`src/rtl/sumsquare_pkg.sv`:
```
// Shared definitions for the sum-of-squares reduction stages:
// fp32 field constants, FSM encoding and lane-count default.
package sumsquare_pkg;

   localparam int unsigned LANES_DEF = 16;
   localparam int unsigned FP_BIAS   = 127;
   localparam logic [31:0] FP_INF    = 32'h7F80_0000;
   localparam logic [31:0] FP_ZERO   = 32'h0000_0000;
   localparam logic [7:0]  FP_EXP_MAX = 8'hFF;

   typedef enum logic [1:0] {
      ST_IDLE  = 2'd0,
      ST_RUN   = 2'd1,
      ST_FDONE = 2'd2
   } state_e;

   typedef struct packed {
      logic [7:0]  exp;
      logic [23:0] sig;
   } fp_unp_t;

   // Magnitude only; exponent 0 flushes to a zero significand.
   function automatic fp_unp_t fp_unpack(input logic [30:0] x);
      fp_unp_t u;
      u.exp = x[30:23];
      u.sig = (x[30:23] == 8'd0) ? 24'd0 : {1'b1, x[22:0]};
      return u;
   endfunction

endpackage

```
`src/rtl/sumsquare_accum_fp32_add.sv`:
```
// Combinational fp32 adder for non-negative operands:
// flush-to-zero, truncating, saturating to +Inf.
module fp32_add
   import sumsquare_pkg::*;
(
   input  logic [31:0] a_i,
   input  logic [31:0] b_i,
   output logic [31:0] sum_o
);

   fp_unp_t     ua;
   fp_unp_t     ub;
   fp_unp_t     big;
   fp_unp_t     sml;
   logic [7:0]  diff;
   logic [23:0] sml_sh;
   logic [24:0] raw;
   logic [8:0]  exp9;
   logic [22:0] frac;
   logic        unused_sign;

   assign unused_sign = a_i[31] | b_i[31];

   always_comb begin
      ua  = fp_unpack(a_i[30:0]);
      ub  = fp_unpack(b_i[30:0]);
      big = (ua.exp >= ub.exp) ? ua : ub;
      sml = (ua.exp >= ub.exp) ? ub : ua;

      diff   = big.exp - sml.exp;
      sml_sh = (diff >= 8'd24) ? 24'd0 : (sml.sig >> diff);
      raw    = {1'b0, big.sig} + {1'b0, sml_sh};

      // The larger operand carries the hidden 1, so only a carry can move it.
      exp9 = {1'b0, big.exp} + {8'd0, raw[24]};
      frac = raw[24] ? raw[23:1] : raw[22:0];

      sum_o = {1'b0, exp9[7:0], frac};
      if (ua.exp == FP_EXP_MAX || ub.exp == FP_EXP_MAX
          || exp9 >= 9'd255) begin
         sum_o = FP_INF;
      end else if (big.exp == 8'd0) begin
         sum_o = FP_ZERO;
      end
   end

endmodule

```
`src/rtl/sumsquare_accum.sv`:
```
// Serial fp32 reduction of one captured batch of lane squares,
// optionally seeded with the previous total.
module sumsquare_accum
   import sumsquare_pkg::*;
#(
   parameter int LANES = LANES_DEF,
   parameter int W     = 32
) (
   input  logic             CLK,
   input  logic             RST_N,
   input  logic             EN,
   input  logic             ACCUM,
   input  logic [LANES*W-1:0] pipein,
   output logic             READY,
   output logic             BUSY,
   output logic             DONE,
   output logic [W-1:0]     SUM
);

   localparam int IW = (LANES > 1) ? $clog2(LANES) : 1;
   localparam logic [IW-1:0] LAST = IW'(LANES - 1);

   state_e        state_q;
   state_e        state_d;
   logic [W-1:0]  lanes_q [LANES];
   logic [IW-1:0] idx_q;
   logic [W-1:0]  acc_q;
   logic [W-1:0]  sum_q;
   logic [W-1:0]  add_res;
   logic          start;

   assign start = EN && READY;
   assign SUM   = sum_q;

   always_ff @(posedge CLK or negedge RST_N) begin
      if (!RST_N) begin
         state_q <= ST_IDLE;
      end else begin
         state_q <= state_d;
      end
   end

   always_comb begin
      state_d = state_q;
      unique case (state_q)
         ST_IDLE: begin
            if (start) state_d = ST_RUN;
         end
         ST_RUN: begin
            if (idx_q == LAST) state_d = ST_FDONE;
         end
         ST_FDONE: begin
            state_d = start ? ST_RUN : ST_IDLE;
         end
         default: state_d = ST_IDLE;
      endcase
   end

   always_comb begin
      READY = 1'b1;
      BUSY  = 1'b0;
      DONE  = 1'b0;
      unique case (state_q)
         ST_RUN: begin
            READY = 1'b0;
            BUSY  = 1'b1;
         end
         ST_FDONE: DONE = 1'b1;
         default: ;
      endcase
   end

   // lane0 sits in the MSBs of pipein.
   always_ff @(posedge CLK or negedge RST_N) begin
      if (!RST_N) begin
         for (int i = 0; i < LANES; i++) lanes_q[i] <= '0;
      end else if (start) begin
         for (int i = 0; i < LANES; i++) begin
            lanes_q[i] <= pipein[(LANES-1-i)*W +: W];
         end
      end
   end

   fp32_add u_add (
      .a_i   (acc_q),
      .b_i   (lanes_q[idx_q]),
      .sum_o (add_res)
   );

   always_ff @(posedge CLK or negedge RST_N) begin
      if (!RST_N) begin
         acc_q <= FP_ZERO;
         idx_q <= '0;
         sum_q <= FP_ZERO;
      end else if (start) begin
         acc_q <= ACCUM ? sum_q : FP_ZERO;
         idx_q <= '0;
      end else if (state_q == ST_RUN) begin
         acc_q <= add_res;
         idx_q <= idx_q + 1'b1;
         if (idx_q == LAST) sum_q <= add_res;
      end
   end

endmodule
```
`config.mk`:
```
export PLATFORM = sky130hd
export DESIGN_NAME = sumsquare_accum
export DESIGN_NICKNAME = d
export VERILOG_FILES = /design/src/rtl/sumsquare_pkg.sv /design/src/rtl/sumsquare_accum_fp32_add.sv /design/src/rtl/sumsquare_accum.sv
export SDC_FILE = /design/constraint.sdc
export NUM_CORES = 1
export LEC_CHECK = 0
export CORE_MARGIN = 5
export CORE_UTILIZATION = 34
export CTS_BUF_LIST = sky130_fd_sc_hd__clkbuf_4
export DETAILED_ROUTE_END_ITERATION = 12
export PLACE_DENSITY = 0.63
export SLEW_MARGIN = 5
export SYNTH_ARGS = -nofsm -noshare
export SYNTH_HDL_FRONTEND = slang
export SYNTH_SLANG_ARGS = --single-unit
```
`constraint.sdc`:
```
create_clock -name CLK -period 9.75 [get_ports CLK]
set_input_delay 2.4375 -clock CLK [delete_from_list [all_inputs] [get_ports CLK]]
set_output_delay 2.4375 -clock CLK [all_outputs]
set_load 0.01 [all_outputs]
```
==> tab_implementation.tex <==
\begin{tabular}{lr}
\hline
Metric & Value \\
\hline
\multicolumn{2}{l}{\textbf{Synthesis}} \\
Area share of the largest cell type after synthesis & 0.478 \\
Main synth FF type & sky130\_fd\_sc\_hd\_\_dfrtp\_1 \\
Count of state elements after synthesis & 564 \\
Netlist cell types & 80 \\
Number of enable-type register cells in the synthesized netlist & 0 \\
Syn. warnings & 0 \\
Mapped Avg Cell Area & 13.0 sq um \\
Syn Nets & 2836 \\
Most common library cells after synthesis & sky130\_fd\_sc\_hd\_\_dfrtp\_1, sky130\_fd\_sc\_hd\_\_mux2\_2, sky130\_fd\_sc\_hd\_\_nand2\_1, sky130\_fd\_sc\_hd\_\_mux4\_2, sky130\_fd\_sc\_hd\_\_clkbuf\_1 \\
Asr flop ratio synth & 1.00 \\
Sequential fraction of the synthesis area & 0.478 \\
Post-synthesis cell area & 29600 sq um \\
Gate Count Post-Synth & 2280 \\
Largest cells by area after synthesis & sky130\_fd\_sc\_hd\_\_dfrtp\_1, sky130\_fd\_sc\_hd\_\_mux2\_2, sky130\_fd\_sc\_hd\_\_mux4\_2 \\
Post-synthesis cell type with the largest combined area & sky130\_fd\_sc\_hd\_\_dfrtp\_1 \\
Most common cell in the netlist & sky130\_fd\_sc\_hd\_\_dfrtp\_1 \\
\multicolumn{2}{l}{\textbf{Floorplanning}} \\
Cell row count & 108 \\
Top-Level Pins & 551 \\
Horizontal extent of the die & 305 um \\
Effective utilization at floorplan & 0.342 \\
Placeable core area & 86500 sq um \\
Die footprint & 92900 sq um \\
Overall die height & 305 um \\
\multicolumn{2}{l}{\textbf{Clock tree}} \\
Worst skew pair latency & 1.08 ns \\
Hold bufs inserted after CTS & 0 \\
Buffer levels on the longest clock path & 3 \\
CTS tree & yes \\
Clock root buffer & sky130\_fd\_sc\_hd\_\_clkbuf\_4 \\
Count of H-tree levels built during CTS & 4 \\
Clock-pin transition on the worst setup and hold timing paths & 0.06 ns \\
Clk sink count & 564 \\
TritonCTS Buffers & 160 \\
\multicolumn{2}{l}{\textbf{Drt}} \\
Detailed-router iteration count before antenna repair & 7 \\
Total vias in the final route & 22400 \\
Mean number of vias per cell & 5.27 \\
Number of design-rule violations left by the first detailed-router iteration & 1411 \\
Detailed Route WL & 99.3 mm \\
WL/cell & 23.3 um \\
Antenna-violating nets left & 0 \\
Number of DRC violations after detailed routing & 0 \\
\multicolumn{2}{l}{\textbf{Min path}} \\
Hold Crit Class & flip-flop to flip-flop \\
\multicolumn{2}{l}{\textbf{Global routing}} \\
GRT Resource Usage Total & 0.208 \\
Pin count of the biggest net entering global routing & 170 \\
Vias in the first global route & 23900 \\
First-pass GRT wire length & 148 mm \\
Final global-route overflow total & 0 \\
Initial antenna violation count & 50 \\
\multicolumn{2}{l}{\textbf{STA}} \\
Max-slew headroom at the worst pin & 0.217 \\
Number of pins with negative max-slew slack in the final report & 0 \\
Time the final worst path needs with I/O delays and setup & 9.30 ns \\
Final Hold Fails & 0 \\
Smallest hold slack & 0.498 ns \\
Clock skew after layout & 0.0817 ns \\
Worst Tran Pin Value & 1.17 ns \\
Number of endpoints failing setup at the final stage & 0 \\
Period utilisation layout & 0.954 \\
Highest clock rate & 108 MHz \\
Final setup margin & 0.452 ns \\
\multicolumn{2}{l}{\textbf{Place}} \\
Placement-stage worst setup slack & 0.230 ns \\
RePlAce Congestion & 0.911 \\
Sum of net half-perimeters after detailed placement & 75.0 mm \\
Number of I/O port buffers & 533 \\
\multicolumn{2}{l}{\textbf{Setup path}} \\
Launching element type of the critical path & flip-flop \\
Worst Path Class, Setup & flip-flop to flip-flop \\
CP Max Fanout & 12 \\
Worst EP required & 10.62 ns \\
Kind of end point of the critical path & flip-flop \\
Crit path max-delay cell type & sky130\_fd\_sc\_hd\_\_a222oi\_1 \\
Crit path top cell by count & sky130\_fd\_sc\_hd\_\_buf\_4 \\
CP Data Arrival Time & 10.17 ns \\
Peak per-stage delay on the critical path & 0.59 ns \\
\multicolumn{2}{l}{\textbf{Finish}} \\
Count of fill cells added during filler insertion & 8029 \\
Fraction of layout cells with a size suffix above 1 & 0.347 \\
Seq. cell area & 14100 sq um \\
Net count of the finished layout & 3502 \\
Multi-input gate area in the final layout & 14800 sq um \\
Area growth syn-to-layout & 32.2\% \\
\multicolumn{2}{l}{\textbf{Status}} \\
Status & finished, final reports clean \\
\multicolumn{2}{l}{\textbf{Flow run}} \\
Max-cap check violation count & 0 \\
\hline
\end{tabular}
==> cells by family after synthesis <==
group,Yosys count,synth area share
AOI/OAI and AO/OA,361,0.0858
xor gates and xnor gates,36,0.0107
adders and majority gates,40,0.0172
buffers and inverters,186,0.0270
DFF,564,0.478
muxes,726,0.324
other,1,0.000127
and+or+nand+nor,366,0.0574
==> stage by stage <==
| step | util | std cells | setup TNS (ns) | instance area [sq um] |
|---|---|---|---|---|
| global placement | 0.424 | 3922 | 0 | 36700 |
| floorplan | - | 2280 | 0 | 29600 |
| CTS | 0.448 | 4202 | 0 | 38700 |
| detailed placement | 0.424 | 3922 | 0 | 36700 |
| global route | 0.452 | 4245 | -0.0530 | 39100 |
| finish | 0.452 | 4253 | 0 | 39100 |
==> worst max-delay path: cells and delay by family, from the launching register on <==
family | cells | cell delay, ns
buffers and inverters | 9 | 1.23
AND/OR/NAND/NOR | 8 | 1.50
adder cells (fa/ha/maj) | 4 | 0.97
multiplexers | 2 | 0.81
flip-flops | 1 | 0.51
XOR/XNOR | 2 | 0.62
AO/OA/AOI/OAI | 17 | 3.50
==> repair_timing <==
item / CTS / global route
buffers inserted: 0 / 14
endpoints found under the setup margin: 0 / 56
gates resized for setup: 0 / 35
==> per-layer routing <==
metal / track usage / wire, um
met4: 0.0786 / 2810
met1: 0.263 / 41400
met3: 0.0725 / 7810
met2: 0.331 / 47100
met5: 0 / 200
==> sequential cells by signal, summed over array words and instances (netlist names) <==
name and count:
lanes_q 496, SUM 31, acc_q 31, idx_q 4
state_q 2
==> cells in the final DEF, fill, tap and decap left out, drive strengths merged, types with 12 or more instances in the layout <==
| master | synthesis | final |
|---|---|---|
| a21o | 15 | 15 |
| a21oi | 41 | 41 |
| a221oi | 25 | 25 |
| a22o | 25 | 25 |
| a22oi | 27 | 27 |
| a31oi | 12 | 12 |
| and2 | 17 | 17 |
| and3 | 12 | 12 |
| buf | 53 | 127 |
| clkbuf | 105 | 231 |
| clkdlybuf4s50 | 0 | 532 |
| clkinv | 1 | 40 |
| dfrtp | 564 | 564 |
| diode | 0 | 34 |
| ha | 39 | 39 |
| inv | 27 | 34 |
| mux2 | 503 | 503 |
| mux2i | 88 | 88 |
| mux4 | 135 | 135 |
| nand2 | 151 | 151 |
| nand3 | 25 | 25 |
| nor2 | 71 | 71 |
| nor3 | 27 | 27 |
| nor4 | 13 | 13 |
| o21a | 13 | 13 |
| o21ai | 87 | 87 |
| o22ai | 32 | 32 |
| o31ai | 27 | 27 |
| xnor2 | 23 | 23 |
| xor2 | 13 | 13 |
==> worst paths after layout <==
kind	from	to	slack (ns)	depth (start not counted)
worst max-delay path	idx_q[1]$_DFFE_PN0P_	acc_q[15]$_DFFE_PN0P_	0.45	42
worst min-delay path	lanes_q[310]$_DFFE_PN0P_	lanes_q[310]$_DFFE_PN0P_	0.50	1
worst max register to register	idx_q[1]$_DFFE_PN0P_	acc_q[15]$_DFFE_PN0P_	0.45	42
worst min register to register	lanes_q[310]$_DFFE_PN0P_	lanes_q[310]$_DFFE_PN0P_	0.50	1
max in group asynchronous	RST_N	lanes_q[336]$_DFFE_PN0P_	6.49	3
min in group asynchronous	RST_N	lanes_q[195]$_DFFE_PN0P_	1.42	1
==> final cells by class <==
cell class / instances / share of cell area
Antenna cell: 34 / 0.00218
Tap cell: 1155 / 0.0370
Timing Repair Buffer: 662 / 0.167
Clock inverter: 52 / 0.00788
Inverter: 28 / 0.00272
Multi-Input combinational cell: 1530 / 0.378
Clock buffer: 228 / 0.0438
Sequential cell: 564 / 0.361
Power is not shown: default switching activity piles up to over one toggle a cycle in this logic, so the estimate is an artifact.
